$ cat src/rtl/spi_slave_rdid.sv
// SPI mode-0 slave that answers the RDID opcode with a 24-bit JEDEC ID.
// Define SPI_SLAVE_STATUS_READ_EN to also stream status_in for opcode 8'h05.
`timescale 1ns/1ps
module spi_slave_rdid #(
    parameter logic [23:0] JEDEC_ID    = 24'h202015,
    parameter logic [7:0]  RDID_OPCODE = 8'h9F
) (
    input  logic       clk,
    input  logic       reset,
    input  logic       sck,
    input  logic       cs_n,
    input  logic       mosi,
    output logic       miso,
    output logic       miso_oe,
    output logic [7:0] inst_opcode,
    output logic       inst_valid,
    output logic       busy,
    input  logic [7:0] status_in
);

    typedef enum logic [2:0] {IDLE, GET_INST, SEND_DATA, IGNORE, WAIT_CS} state_t;

    state_t      state_q, state_d;
    logic [1:0]  sckSync_q, csnSync_q, mosiSync_q;
    logic        sckPrev_q;
    logic [1:0]  settle_q, settle_d;
    logic        armed_q, armed_d;
    logic [4:0]  cnt_q, cnt_d;
    logic [7:0]  instShift_q, instShift_d;
    logic [23:0] dataShift_q, dataShift_d;
    logic        miso_q, miso_d;
    logic [7:0]  opcode_q, opcode_d;
    logic        valid_q, valid_d;
    logic        sckRise, sckFall, csnHigh;
    logic [7:0]  nextInst;
`ifdef SPI_SLAVE_STATUS_READ_EN
    logic        statusMode_q, statusMode_d;
`else
    logic        unusedStatus;
    assign unusedStatus = ^status_in;
`endif

    assign sckRise  = sckSync_q[1] & ~sckPrev_q;
    assign sckFall  = ~sckSync_q[1] & sckPrev_q;
    assign csnHigh  = csnSync_q[1];
    assign nextInst = {instShift_q[6:0], mosiSync_q[1]};

    // A frame may only start once cs_n has been seen high after the synchronizer
    // has flushed its reset value, so a frame cut by reset is never resumed.
    assign settle_d = (settle_q == 2'd2) ? settle_q : settle_q + 2'd1;
    assign armed_d  = armed_q | ((settle_q == 2'd2) & csnHigh);

    always_comb begin
        state_d     = state_q;
        cnt_d       = cnt_q;
        instShift_d = instShift_q;
        dataShift_d = dataShift_q;
        miso_d      = miso_q;
        opcode_d    = opcode_q;
        valid_d     = 1'b0;
`ifdef SPI_SLAVE_STATUS_READ_EN
        statusMode_d = statusMode_q;
`endif
        if (state_q != IDLE && csnHigh) begin
            state_d = IDLE;
            miso_d  = 1'b0;
            cnt_d   = 5'd0;
`ifdef SPI_SLAVE_STATUS_READ_EN
            statusMode_d = 1'b0;
`endif
        end else begin
            case (state_q)
                IDLE: begin
                    miso_d = 1'b0;
                    if (armed_q && !csnHigh) begin
                        state_d = GET_INST;
                        cnt_d   = 5'd0;
                    end
                end
                GET_INST: begin
                    if (sckRise) begin
                        instShift_d = nextInst;
                        if (cnt_q == 5'd7) begin
                            opcode_d = nextInst;
                            valid_d  = 1'b1;
                            cnt_d    = 5'd0;
                            if (nextInst == RDID_OPCODE) begin
                                state_d     = SEND_DATA;
                                dataShift_d = JEDEC_ID;
`ifdef SPI_SLAVE_STATUS_READ_EN
                                statusMode_d = 1'b0;
                            end else if (nextInst == 8'h05) begin
                                state_d      = SEND_DATA;
                                statusMode_d = 1'b1;
`endif
                            end else begin
                                state_d = IGNORE;
                            end
                        end else begin
                            cnt_d = cnt_q + 5'd1;
                        end
                    end
                end
                SEND_DATA: begin
                    if (sckFall) begin
`ifdef SPI_SLAVE_STATUS_READ_EN
                        // Status mode reloads a fresh status byte at every byte boundary.
                        if (statusMode_q) begin
                            if (cnt_q[2:0] == 3'd0) begin
                                miso_d      = status_in[7];
                                dataShift_d = {status_in[6:0], 17'b0};
                            end else begin
                                miso_d      = dataShift_q[23];
                                dataShift_d = {dataShift_q[22:0], 1'b0};
                            end
                            cnt_d = {2'b00, cnt_q[2:0] + 3'd1};
                        end else
`endif
                        begin
                            miso_d      = dataShift_q[23];
                            dataShift_d = {dataShift_q[22:0], 1'b0};
                            if (cnt_q == 5'd23) begin
                                state_d = WAIT_CS;
                            end else begin
                                cnt_d = cnt_q + 5'd1;
                            end
                        end
                    end
                end
                WAIT_CS: begin
                    if (sckFall) begin
                        miso_d = 1'b0;
                    end
                end
                IGNORE: begin
                    miso_d = 1'b0;
                end
                default: begin
                    state_d = IDLE;
                    miso_d  = 1'b0;
                end
            endcase
        end
    end

    always_ff @(posedge clk) begin
        if (reset) begin
            sckSync_q   <= 2'b00;
            csnSync_q   <= 2'b11;
            mosiSync_q  <= 2'b00;
            sckPrev_q   <= 1'b0;
            settle_q    <= 2'd0;
            armed_q     <= 1'b0;
            state_q     <= IDLE;
            cnt_q       <= 5'd0;
            instShift_q <= 8'h00;
            dataShift_q <= 24'h000000;
            miso_q      <= 1'b0;
            opcode_q    <= 8'h00;
            valid_q     <= 1'b0;
`ifdef SPI_SLAVE_STATUS_READ_EN
            statusMode_q <= 1'b0;
`endif
        end else begin
            sckSync_q   <= {sckSync_q[0], sck};
            csnSync_q   <= {csnSync_q[0], cs_n};
            mosiSync_q  <= {mosiSync_q[0], mosi};
            sckPrev_q   <= sckSync_q[1];
            settle_q    <= settle_d;
            armed_q     <= armed_d;
            state_q     <= state_d;
            cnt_q       <= cnt_d;
            instShift_q <= instShift_d;
            dataShift_q <= dataShift_d;
            miso_q      <= miso_d;
            opcode_q    <= opcode_d;
            valid_q     <= valid_d;
`ifdef SPI_SLAVE_STATUS_READ_EN
            statusMode_q <= statusMode_d;
`endif
        end
    end

    assign miso        = miso_q;
    assign miso_oe     = (state_q == SEND_DATA) || (state_q == WAIT_CS);
    assign busy        = (state_q != IDLE);
    assign inst_opcode = opcode_q;
    assign inst_valid  = valid_q;

endmodule
$ cat config.mk
export PLATFORM = sky130hd
export DESIGN_NAME = spi_slave_rdid
export DESIGN_NICKNAME = d
export VERILOG_FILES = /design/src/rtl/spi_slave_rdid.sv
export SDC_FILE = /design/constraint.sdc
export NUM_CORES = 1
export LEC_CHECK = 0
export BUFFER_PORTS_ARGS = -buffer_cell sky130_fd_sc_hd__buf_2
export CORE_ASPECT_RATIO = 0.5
export CORE_UTILIZATION = 57
export DETAILED_ROUTE_END_ITERATION = 8
export PLACE_DENSITY = 0.78
export SYNTH_ARGS = -nofsm -noshare
export SYNTH_HDL_FRONTEND = slang
export SYNTH_SLANG_ARGS = --single-unit
export TNS_END_PERCENT = 30
$ cat constraint.sdc
create_clock -name clk -period 2.6 [get_ports clk]
set_clock_uncertainty 0.2 [all_clocks]
set_input_delay 0.39 -clock clk [delete_from_list [all_inputs] [get_ports clk]]
set_output_delay 0.39 -clock clk [all_outputs]
set_load 0.1 [all_outputs]
==> summary.md, run 1 <==
| Metric | Value |
|---|---|
| Peak clock frequency supported by timing | `0.422 GHz` |
| Commonest non-fill, non-tap cell in the layout | `sky130_fd_sc_hd__dfxtp_1` |
| Setup_tns | `0 ns` |
| Post-Syn Area per Cell | `10.2 µm²` |
| Clock buffer depth | `2` |
| Number of flops mapped to enable cells by yosys | `0` |
| Post-route cell area | `2770 µm²` |
| Number of optimization iterations in the first detailed-route pass | `5` |
| Peak supply drop | `0.413 mV` |
| Slew headroom | `57.0%` |
| Avg WL per Cell | `14.1 µm` |
| First-pass GRT wire length | `7.00 mm` |
| Final HPWL DP | `2.90 mm` |
| Total Power | `2.13 mW` |
| Max-slew violation total from the final report | `0` |
| Sequential share of the synthesized area | `49.8%` |
| CTS tree | `yes` |
| Core Box Area | `3940 µm²` |
| Number of resized instances in the post-cts repair step | `0` |
| Max H-tree Level | `3` |
| Die outline width | `93.3 µm` |
| Post-CTS Setup Bufs | `0` |
| YS warnings | `0` |
| GP Congestion | `0.926` |
| Worst Path Max Fanout | `13` |
| Number of I/O pins | `25` |
| Fraction of layout instances using a drive strength above 1 | `21.2%` |
| Number of antenna violations at the first check in global routing | `0` |
| Hold buffer count at cts | `0` |
| Clock sink total | `59` |
| Required time of the critical path | `2.01 ns` |
| Hold Crit Class | `in -> reg` |
| Standard-cell rows | `16` |
| Via density per instance | `5.68` |
| RSZ-0062 raised after global routing | `false` |
| Die Y | `47.6 µm` |
| Total number of vias | `1,779` |
| Final hold vios | `0` |
| Num CTS Buffers | `9` |
| Die area | `4440 µm²` |
| Class of the most critical setup path | `reg -> out` |
| Max-capacitance violation count | `0` |
| FFs w/ async S/R, synth | `0%` |
| DP Worst Slack | `0.472 ns` |
| Standard cell area after detailed placement | `2520 µm²` |
| Netlist area before placement | `2370 µm²` |
| # fillers | `286` |
| Power density over cell area | `769 nW/µm²` |
| Commonest cells after routing, fill and taps aside | `59 x sky130_fd_sc_hd__dfxtp_1, 30 x sky130_fd_sc_hd__nor2_1, 19 x sky130_fd_sc_hd__a32o_1` |
| Leak | `1.17 nW` |
| Sort of element at the end of the critical path | `output pin` |
| Maximum number of pins on one net before global-route repair | `33` |
| Layout net count | `269` |
| Number of synthesized register bits | `59` |
| Overall overflow remaining after global route | `0` |
| Status | `completed` |
| Worst hold margin | `0.0360 ns` |
| Transition time of the tightest slew-check pin | `0.641 ns` |
| Count of antenna diodes in the layout | `0` |
| Setup slack of the critical path after layout | `0.232 ns` |
| Initial Util | `60.2%` |
| Post-Syn Instances | `233` |
| Global-route usage over all layers | `21.5%` |
| Final period util | `91.1%` |
| Final setup fails | `0` |
| Most instantiated flip-flop cell in the synthesis netlist | `sky130_fd_sc_hd__dfxtp_1` |
| Period minus WS final | `2.37 ns` |
| Unique cell type count in the Yosys netlist | `42` |
| Clock latency reported for the late side of the worst-skew pair | `0.34 ns` |
| Initial DRC Count | `126` |
| Routed Wire Length | `4.40 mm` |
| Area growth from synthesis to layout | `16.5%` |
| Number of global-route vias before repair | `1,539` |
| DRC violation count after routing | `0` |
| Clock root buffer master | `sky130_fd_sc_hd__clkbuf_8` |
| CTS clk-pin slew, worst paths | `0.07 ns` |
| Count of buffers from port buffering | `16` |
| Data arrival time of the worst path | `1.78 ns` |
| Final ANT Viol Nets | `0` |
| Nature of the critical path startpoint | `register` |
| Net count of the mapped netlist | `248` |
==> cell usage after synthesis (2+ instances only) <==
cell / count / share of area, %
sky130_fd_sc_hd__a211oi_1: 3 / 0.95
sky130_fd_sc_hd__a211oi_2: 4 / 2.1
sky130_fd_sc_hd__a21oi_1: 10 / 2.1
sky130_fd_sc_hd__a32o_1: 19 / 8.0
sky130_fd_sc_hd__buf_2: 4 / 0.84
sky130_fd_sc_hd__buf_6: 2 / 0.95
sky130_fd_sc_hd__clkbuf_1: 6 / 0.95
sky130_fd_sc_hd__dfxtp_1: 59 / 50
sky130_fd_sc_hd__ha_1: 2 / 1.1
sky130_fd_sc_hd__inv_1: 10 / 1.6
sky130_fd_sc_hd__mux2i_1: 18 / 7.6
sky130_fd_sc_hd__nand2_1: 7 / 1.1
sky130_fd_sc_hd__nand2b_1: 2 / 0.53
sky130_fd_sc_hd__nand3_1: 8 / 1.7
sky130_fd_sc_hd__nand4_1: 2 / 0.53
sky130_fd_sc_hd__nand4bb_1: 2 / 0.95
sky130_fd_sc_hd__nor2_1: 31 / 4.9
sky130_fd_sc_hd__nor2b_1: 7 / 1.8
sky130_fd_sc_hd__nor3b_2: 2 / 1.1
sky130_fd_sc_hd__nor4b_1: 2 / 0.74
sky130_fd_sc_hd__nor4bb_1: 3 / 1.3
sky130_fd_sc_hd__o21ai_0: 5 / 1.1
sky130_fd_sc_hd__o21ai_1: 2 / 0.42
sky130_fd_sc_hd__o22ai_1: 2 / 0.53
sky130_fd_sc_hd__o31ai_1: 2 / 0.63
sky130_fd_sc_hd__or2_2: 2 / 0.53
sky130_fd_sc_hd__or3_1: 2 / 0.53
==> cell type report <==
| cell class | instances | area (µm²) | share of cell area (%) |
|---|---|---|---|
| sequential | 59 | 1180 | 42.7 |
| multi-input combinational | 150 | 1080 | 39.1 |
| timing repair buffer | 23 | 145 | 5.25 |
| clock inverter | 7 | 125 | 4.52 |
| clock buffer | 9 | 124 | 4.48 |
| tap | 54 | 67.6 | 2.44 |
| inverter | 11 | 41.3 | 1.49 |
==> sequential cells by signal, summed over array words and instances, names as in the netlist <==
| name | cells |
|---|---|
| dataShift_q | 24 |
| sckSync_q | 2 |
| sckPrev_q | 1 |
| settle_q | 2 |
| armed_q | 1 |
| mosiSync_q | 2 |
| miso | 1 |
| instShift_q | 7 |
| cnt_q | 5 |
| state_q | 3 |
| inst_valid | 1 |
| inst_opcode | 8 |
| csnSync_q | 2 |
==> where the power goes <==
group	switching, mW	total, mW	leakage (nW)	internal (mW)
sequential	0.0229	0.953	0.477	0.930
combinational	0.0959	0.148	0.569	0.0520
clock	0.381	1.03	0.124	0.644
total	0.500	2.13	1.17	1.63
==> worst max-delay path: stages (launching register included) <==
cell	delay (ns)
sky130_fd_sc_hd__dfxtp_1	0.63
sky130_fd_sc_hd__buf_4	0.23
sky130_fd_sc_hd__xnor2_1	0.08
sky130_fd_sc_hd__nor2_2	0.07
sky130_fd_sc_hd__buf_2	0.42
==> per-layer routing <==
metal,up-vias,share of wire [%],GRT usage [%]
met1,835,47,26.1
li1,892,-,-
met5,-,0,0
met2,47,47,34.7
met4,0,0.77,8.92
met3,5,5.6,9.37
==> kinds of logic (layout without fill, tap and decap cells) <==
| logic type | Yosys count | count (layout) | synth area share [%] |
|---|---|---|---|
| buffers and inverters | 24 | 50 | 4.80 |
| xor gates and xnor gates | 2 | 2 | 0.738 |
| muxes | 18 | 18 | 7.59 |
| DFF | 59 | 59 | 49.8 |
| and+or+nand+nor | 78 | 78 | 18.9 |
| adders and majority gates | 2 | 2 | 1.05 |
| AOI/OAI and AO/OA | 50 | 50 | 17.1 |
==> final timing paths <==
kind / start / to / slack, ns / cells after the start
worst max-delay path: state_q[2] / miso_oe / 0.23 / 4
worst min-delay path: cs_n / csnSync_q[0] / 0.04 / 2
worst max register to register: cnt_q[0] / dataShift_q[7] / 0.42 / 6
worst min register to register: csnSync_q[0] / csnSync_q[1] / 0.22 / 1
==> stage by stage <==
step | instances | utilization [%]
floorplan | 233 | -
global placement | 297 | 63.8
detailed placement | 297 | 63.8
CTS | 313 | 70.1
global route | 313 | 70.1
finish | 313 | 70.1
(Power assumes the default switching activity.)
==> run 2: changes to the inputs <==
==> config.mk (replaced) <==
export PLATFORM = sky130hd
export DESIGN_NAME = spi_slave_rdid
export DESIGN_NICKNAME = d
export VERILOG_FILES = /design/src/rtl/spi_slave_rdid.sv
export SDC_FILE = /design/constraint.sdc
export NUM_CORES = 1
export LEC_CHECK = 0
export CORE_ASPECT_RATIO = 0.5
export CORE_UTILIZATION = 60
export DETAILED_ROUTE_END_ITERATION = 8
export DONT_BUFFER_PORTS = 1
export PLACE_DENSITY = 0.76
export SYNTH_ARGS = -nofsm -noshare
export SYNTH_HDL_FRONTEND = slang
export SYNTH_SLANG_ARGS = --single-unit
export TNS_END_PERCENT = 30
==> summary.md, run 2 (same netlist as run 1, synthesis figures left out) <==
| Metric | Value |
|---|---|
| Standard-cell rows | `15 (-1)` |
| Setup_tns | `0 ns (unchanged)` |
| Avg WL per Cell | `15.2 µm (+8.4%)` |
| Sort of element at the end of the critical path | `register` |
| Launch point of the worst path | `state_q[1]` |
| Sequential cell area | `1180 µm² (unchanged)` |
| First-pass GRT wire length | `7.82 mm (+12%)` |
| CTS tree | `yes` |
| Number of resized instances in the post-cts repair step | `0 (unchanged)` |
| Nature of the critical path startpoint | `register` |
| Final core utilization | `75.6% (+5.5 points)` |
| Die outline width | `91.0 µm (-2.5%)` |
| Register with the highest flop count | `dataShift_q` |
| Global-route usage over all layers | `25.0% (+3.6 points)` |
| Num CTS Buffers | `9 (unchanged)` |
| Final setup fails | `0 (unchanged)` |
| Die Y | `46.5 µm (-2.4%)` |
| RSZ-0062 raised after global routing | `false` |
| Launching point of the worst reg2reg path | `state_q[1]` |
| Clock latency reported for the late side of the worst-skew pair | `0.33 ns (about the same)` |
| Commonest cells after routing, fill and taps aside | `59 x sky130_fd_sc_hd__dfxtp_1, 30 x sky130_fd_sc_hd__nor2_1, 19 x sky130_fd_sc_hd__a32o_1` |
| Number of global-route vias before repair | `1,682 (+9.3%)` |
| Max reg flops | `24 (unchanged)` |
| Peak supply drop | `0.494 mV (+19%)` |
| Commonest non-fill, non-tap cell in the layout | `sky130_fd_sc_hd__dfxtp_1` |
| Power density over cell area | `668 nW/µm² (-13%)` |
| Final HPWL DP | `2.87 mm (-0.90%)` |
| Count of antenna diodes in the layout | `0 (unchanged)` |
| Final period util | `88.1% (-3.0 points)` |
| DRC violation count after routing | `0 (unchanged)` |
| Via density per instance | `5.86 (+3.1%)` |
| Overall overflow remaining after global route | `0 (unchanged)` |
| Max-slew violation total from the final report | `0 (unchanged)` |
| Fraction of layout instances using a drive strength above 1 | `18.6% (-2.6 points)` |
| Initial DRC Count | `148 (+17%)` |
| Initial Util | `65.9% (+5.7 points)` |
| Startpoint of the tightest hold check path | `reset` |
| Count of buffers from port buffering | `0 (-16)` |
| Total number of vias | `1,810 (+1.7%)` |
| Peak clock frequency supported by timing | `0.437 GHz (+3.4%)` |
| Max-capacitance violation count | `0 (unchanged)` |
| GP Congestion | `0.897 (-3.1%)` |
| Maximum number of pins on one net before global-route repair | `31 (-6.1%)` |
| Layout net count | `268 (-0.37%)` |
| # fillers | `280 (-2.1%)` |
| CTS clk-pin slew, worst paths | `0.06 ns (about the same)` |
| Clock buffer depth | `2 (unchanged)` |
| Final hold vios | `0 (unchanged)` |
| Hold buffer count at cts | `4 (+4)` |
| Data arrival time of the worst path | `2.35 ns (+0.57 ns)` |
| Area growth from synthesis to layout | `14.8%` |
| Number of I/O pins | `25 (unchanged)` |
| Die area | `4230 µm² (-4.8%)` |
| Number of optimization iterations in the first detailed-route pass | `5 (unchanged)` |
| Max H-tree Level | `3 (unchanged)` |
| Area occupied by multi-input gates | `1080 µm² (unchanged)` |
| Period minus WS final | `2.29 ns (-0.0780 ns)` |
| Final ANT Viol Nets | `0 (unchanged)` |
| Transition time of the tightest slew-check pin | `0.640 ns (-0.00126 ns)` |
| Hold Crit Class | `in -> reg` |
| Status | `completed` |
| Number of antenna violations at the first check in global routing | `0 (unchanged)` |
| Core Box Area | `3600 µm² (-8.6%)` |
| Slew headroom | `57.1% (+0.11 points)` |
| Leak | `1.13 nW (-3.4%)` |
| Post-CTS Setup Bufs | `0 (unchanged)` |
| Worst Path Max Fanout | `19 (+6)` |
| Routed Wire Length | `4.71 mm (+7.0%)` |
| Clock sink total | `59 (unchanged)` |
| Required time of the critical path | `2.66 ns (+0.65 ns)` |
| Clock root buffer master | `sky130_fd_sc_hd__clkbuf_8` |
| Class of the most critical setup path | `reg -> reg` |
==> run 2: cell types whose count changed in the layout (fill, tap and decap cells not counted) <==
| cell | delta |
|---|---|
| sky130_fd_sc_hd__clkbuf_1 | +3 |
| sky130_fd_sc_hd__dlygate4sd3_1 | +3 |
| sky130_fd_sc_hd__bufinv_16 | -3 |
| sky130_fd_sc_hd__buf_2 | -16 |
| sky130_fd_sc_hd__inv_6 | -1 |
| sky130_fd_sc_hd__clkinv_4 | -3 |
| sky130_fd_sc_hd__clkbuf_8 | +2 |
| sky130_fd_sc_hd__buf_4 | +12 |
| sky130_fd_sc_hd__clkinv_2 | +2 |
==> run 2: worst max-delay path: stages, from the launching register on <==
cell and delay (ns):
sky130_fd_sc_hd__dfxtp_1 0.62, sky130_fd_sc_hd__nor3b_2 0.44, sky130_fd_sc_hd__nand3_1 0.32, sky130_fd_sc_hd__nor2_4 0.44, sky130_fd_sc_hd__a32o_1 0.21
==> run 2: path summary, 6_finish.rpt <==
kind	cells after the start	slack [ns]	end
setup / recovery	4	0.31	dataShift_q[23]
hold / removal	2	0.11	dataShift_q[2]
setup reg to reg	4	0.31	dataShift_q[23]
hold reg to reg	1	0.22	csnSync_q[1]
==> run 2: per-layer routing <==
layer,up-vias,part of all wire (%),global-route usage (%)
met2,59,50,45.3
met4,0,0.81,11.1
met1,855,43,27.6
met3,8,5.8,9.41
met5,-,0,0
li1,888,-,-
==> run 2: final cells by class <==
class,count,share of cell area (%)
inverters,11,1.52
flip-flops and latches,59,43.3
clock buffers,14,5.97
repair buffers,22,6.80
well taps,51,2.34
multi-input cells,150,39.7
clock inverters,2,0.367
==> run 2: power by group <==
| group | internal (mW) | total, mW | switching, mW |
|---|---|---|---|
| clock network | 0.396 | 0.721 | 0.326 |
| logic | 0.0555 | 0.150 | 0.0945 |
| registers | 0.931 | 0.950 | 0.0187 |
| total | 1.38 | 1.82 | 0.439 |
==> run 2: metrics by stage <==
step | power (mW) | cells | hold slack (ns) | instance area, µm² | setup WS, ns
after floorplan | 1.08 | 233 | 0.189 | 2380 | 0.454
after global placement | 1.09 | 289 | 0.206 | 2500 | 0.473
after detailed placement | 1.10 | 289 | 0.209 | 2500 | 0.408
after CTS | 1.83 | 309 | 0.0890 | 2730 | 0.356
after global routing | 1.90 | 309 | 0.101 | 2730 | 0.143
final | 1.82 | 309 | 0.112 | 2730 | 0.310
==> run 3: changes to the inputs <==
--- a/config.mk
+++ b/config.mk
@@ -6,10 +6,9 @@
 export NUM_CORES = 1
 export LEC_CHECK = 0
 export CORE_ASPECT_RATIO = 0.5
-export CORE_UTILIZATION = 60
+export CORE_UTILIZATION = 41
 export DETAILED_ROUTE_END_ITERATION = 8
 export DONT_BUFFER_PORTS = 1
-export PLACE_DENSITY = 0.76
 export SYNTH_ARGS = -nofsm -noshare
 export SYNTH_HDL_FRONTEND = slang
 export SYNTH_SLANG_ARGS = --single-unit
==> constraint.sdc (replaced) <==
create_clock -name clk -period 1.85 [get_ports clk]
set_clock_uncertainty 0.2 [all_clocks]
set_input_delay 0.2775 -clock clk [delete_from_list [all_inputs] [get_ports clk]]
set_output_delay 0.2775 -clock clk [all_outputs]
set_load 0.1 [all_outputs]
==> summary.md, run 3 (same netlist as run 1, synthesis figures left out) <==
| Metric | Value |
|---|---|
| DRC violation count after routing | `0 (unchanged)` |
| Fraction of layout instances using a drive strength above 1 | `33.7% (+15 points)` |
| Commonest cells after routing, fill and taps aside | `53 x sky130_fd_sc_hd__dfxtp_1, 42 x sky130_fd_sc_hd__buf_4, 29 x sky130_fd_sc_hd__nor2_1` |
| Max H-tree Level | `3 (unchanged)` |
| Number of global-route vias before repair | `1,850 (+10%)` |
| Launching point of the worst reg2reg path | `state_q[2]` |
| Final hold vios | `0 (unchanged)` |
| Clock buffer depth | `2 (unchanged)` |
| Setup slack of the critical path after layout | `-0.107 ns (-0.417 ns)` |
| Sort of element at the end of the critical path | `register` |
| Worst hold margin | `0.0272 ns (-0.0850 ns)` |
| M1 wire length | `2.46 mm (+21%)` |
| Class of the most critical setup path | `reg -> reg` |
| Max-slew violation total from the final report | `0 (unchanged)` |
| Final setup fails | `17 (+17)` |
| CTS clk-pin slew, worst paths | `0.05 ns (about the same)` |
| Peak clock frequency supported by timing | `0.511 GHz (+17%)` |
| Maximum number of pins on one net before global-route repair | `32 (+3.2%)` |
| Num CTS Buffers | `9 (unchanged)` |
| # fillers | `461 (+65%)` |
| Total length of routed met2 wires | `2.50 mm (+5.9%)` |
| Topmost layer with routed signal wires | `met4` |
| Die Y | `55.8 µm (+20%)` |
| Total Power | `3.38 mW (+86%)` |
| Initial DRC Count | `89 (-40%)` |
| Count of antenna diodes in the layout | `0 (unchanged)` |
| Clock latency reported for the late side of the worst-skew pair | `0.32 ns (about the same)` |
| Overall overflow remaining after global route | `0 (unchanged)` |
| Detailed-routed wire length on met3 | `166 µm (-40%)` |
| Final ANT Viol Nets | `0 (unchanged)` |
| Required time of the critical path | `1.86 ns (-0.80 ns)` |
| Final HPWL DP | `3.25 mm (+13%)` |
| Data arrival time of the worst path | `1.97 ns (-0.38 ns)` |
| Standard-cell rows | `19 (+4)` |
| CTS tree | `yes` |
| DP Worst Slack | `-0.104 ns (-0.512 ns)` |
| Routed Wire Length | `5.20 mm (+11%)` |
| Avg WL per Cell | `14.4 µm (-5.4%)` |
| Number of optimization iterations in the first detailed-route pass | `4 (-1)` |
| Final period util | `106% (+18 points)` |
| Initial Util | `42.9% (-23 points)` |
| Count of buffers from port buffering | `0 (unchanged)` |
| GP Congestion | `0.833 (-7.1%)` |
| Nature of the critical path startpoint | `register` |
| Period minus WS final | `1.96 ns (-0.333 ns)` |
| Transition time of the tightest slew-check pin | `0.476 ns (-0.164 ns)` |
| Register with the highest flop count | `dataShift_q` |
| Global-route usage over all layers | `18.4% (-6.6 points)` |
| RSZ-0062 raised after global routing | `true` |
| Leak | `1.38 nW (+22%)` |
| Setup slack, reg-to-reg | `-0.11 ns (-0.42 ns)` |
| Length in cells of the worst reg-to-reg path | `8 (+4)` |
| Slew headroom | `68.1% (+11 points)` |
| Violations in the final reports | `setup timing` |
| Core Box Area | `5540 µm² (+54%)` |
| Status | `finished with violations` |
| Area growth from synthesis to layout | `38.5%` |
| Max-capacitance violation count | `0 (unchanged)` |
| Number of I/O pins | `25 (unchanged)` |
| Setup_tns | `-0.419 ns (-0.419 ns)` |
| Clock root buffer master | `sky130_fd_sc_hd__clkbuf_16` |
| Power density over cell area | `1030 nW/µm² (+54%)` |
| Layout net count | `299 (+12%)` |
| Startpoint of the tightest hold check path | `reset` |
| Launch point of the worst path | `state_q[2]` |
| Commonest non-fill, non-tap cell in the layout | `sky130_fd_sc_hd__dfxtp_1` |
| Die outline width | `110 µm (+21%)` |
| Clock sink total | `59 (unchanged)` |
| Die area | `6120 µm² (+45%)` |
| Number of antenna violations at the first check in global routing | `0 (unchanged)` |
| Worst Path Max Fanout | `5 (-14)` |
| Max reg flops | `24 (unchanged)` |
| Peak supply drop | `0.673 mV (+36%)` |
| Number of cells on the worst hold path | `2 (unchanged)` |
| Total number of vias | `1,938 (+7.1%)` |
| Via density per instance | `5.37 (-8.4%)` |
| First-pass GRT wire length | `8.51 mm (+8.9%)` |
| Hold Crit Class | `in -> reg` |
run 3: cell count changes in the layout (fill, tap and decap cells not counted), moves of 2 or more:
cell	previous run	this run
sky130_fd_sc_hd__buf_12	1	4
sky130_fd_sc_hd__buf_4	18	42
sky130_fd_sc_hd__buf_6	0	4
sky130_fd_sc_hd__bufinv_16	0	2
sky130_fd_sc_hd__clkbuf_1	3	0
sky130_fd_sc_hd__clkbuf_16	0	9
sky130_fd_sc_hd__clkbuf_8	11	2
sky130_fd_sc_hd__dfxtp_1	59	53
sky130_fd_sc_hd__dfxtp_2	0	5
sky130_fd_sc_hd__nor4bb_1	3	0
sky130_fd_sc_hd__nor4bb_2	0	2
sky130_fd_sc_hd__o21ai_0	5	3
sky130_fd_sc_hd__o21ai_1	2	4
run 3: path summary, 6_finish.rpt:
path,to
setup / recovery,state_q[1]
hold / removal,dataShift_q[2]
setup reg to reg,state_q[1]
hold reg to reg,csnSync_q[1]
run 3: metal layers:
metal / up-vias / global-route usage (%)
met2: 36 / 28.6
met1: 938 / 23.5
met5: - / 0
met3: 8 / 6.09
li1: 956 / -
met4: 0 / 7.81
run 3: repair_timing:
action,in CTS,in global routing
endpoints found under the hold margin,35,0
hold buffers,4,0
endpoints found under the setup margin,31,33
gates resized for setup,12,9
cloned,0,0
pin swaps,17,9
setup buffers,8,1
run 3: where the power goes:
part | leakage [nW] | internal [mW] | switching, mW
sequential | 0.480 | 1.31 | 0.0247
clock | 0.162 | 1.24 | 0.542
combinational | 0.738 | 0.120 | 0.143
total | 1.38 | 2.67 | 0.710
run 3: worst max-delay path: stages, from the launching register on:
cell and delay [ns]:
sky130_fd_sc_hd__dfxtp_2 0.33, sky130_fd_sc_hd__buf_6 0.13, sky130_fd_sc_hd__buf_4 0.14, sky130_fd_sc_hd__nor3b_2 0.28
sky130_fd_sc_hd__buf_4 0.18, sky130_fd_sc_hd__nand2_1 0.05, sky130_fd_sc_hd__o211ai_1 0.23, sky130_fd_sc_hd__nand3_1 0.19
sky130_fd_sc_hd__o31ai_1 0.12
run 3: through the flow:
| step | instances | cell area [µm²] | util [%] |
|---|---|---|---|
| 6_report | 361 | 3290 | 59.3 |
| 3_5_place_dp | 333 | 2760 | 49.9 |
| 4_1_cts | 360 | 3250 | 58.7 |
| 2_1_floorplan | 233 | 2430 | - |
| 3_3_place_gp | 333 | 2760 | 49.9 |
| 5_1_grt | 361 | 3290 | 59.3 |
run 3: cell type report:
| cell class | instances | area, µm² | share of cell area (%) |
|---|---|---|---|
| sequential | 59 | 1190 | 36.2 |
| clock buffer | 11 | 253 | 7.69 |
| timing repair buffer | 53 | 470 | 14.3 |
| inverter | 11 | 45.0 | 1.37 |
| clock inverter | 4 | 73.8 | 2.25 |
| multi-input combinational | 150 | 1160 | 35.4 |
| tap | 73 | 91.3 | 2.78 |
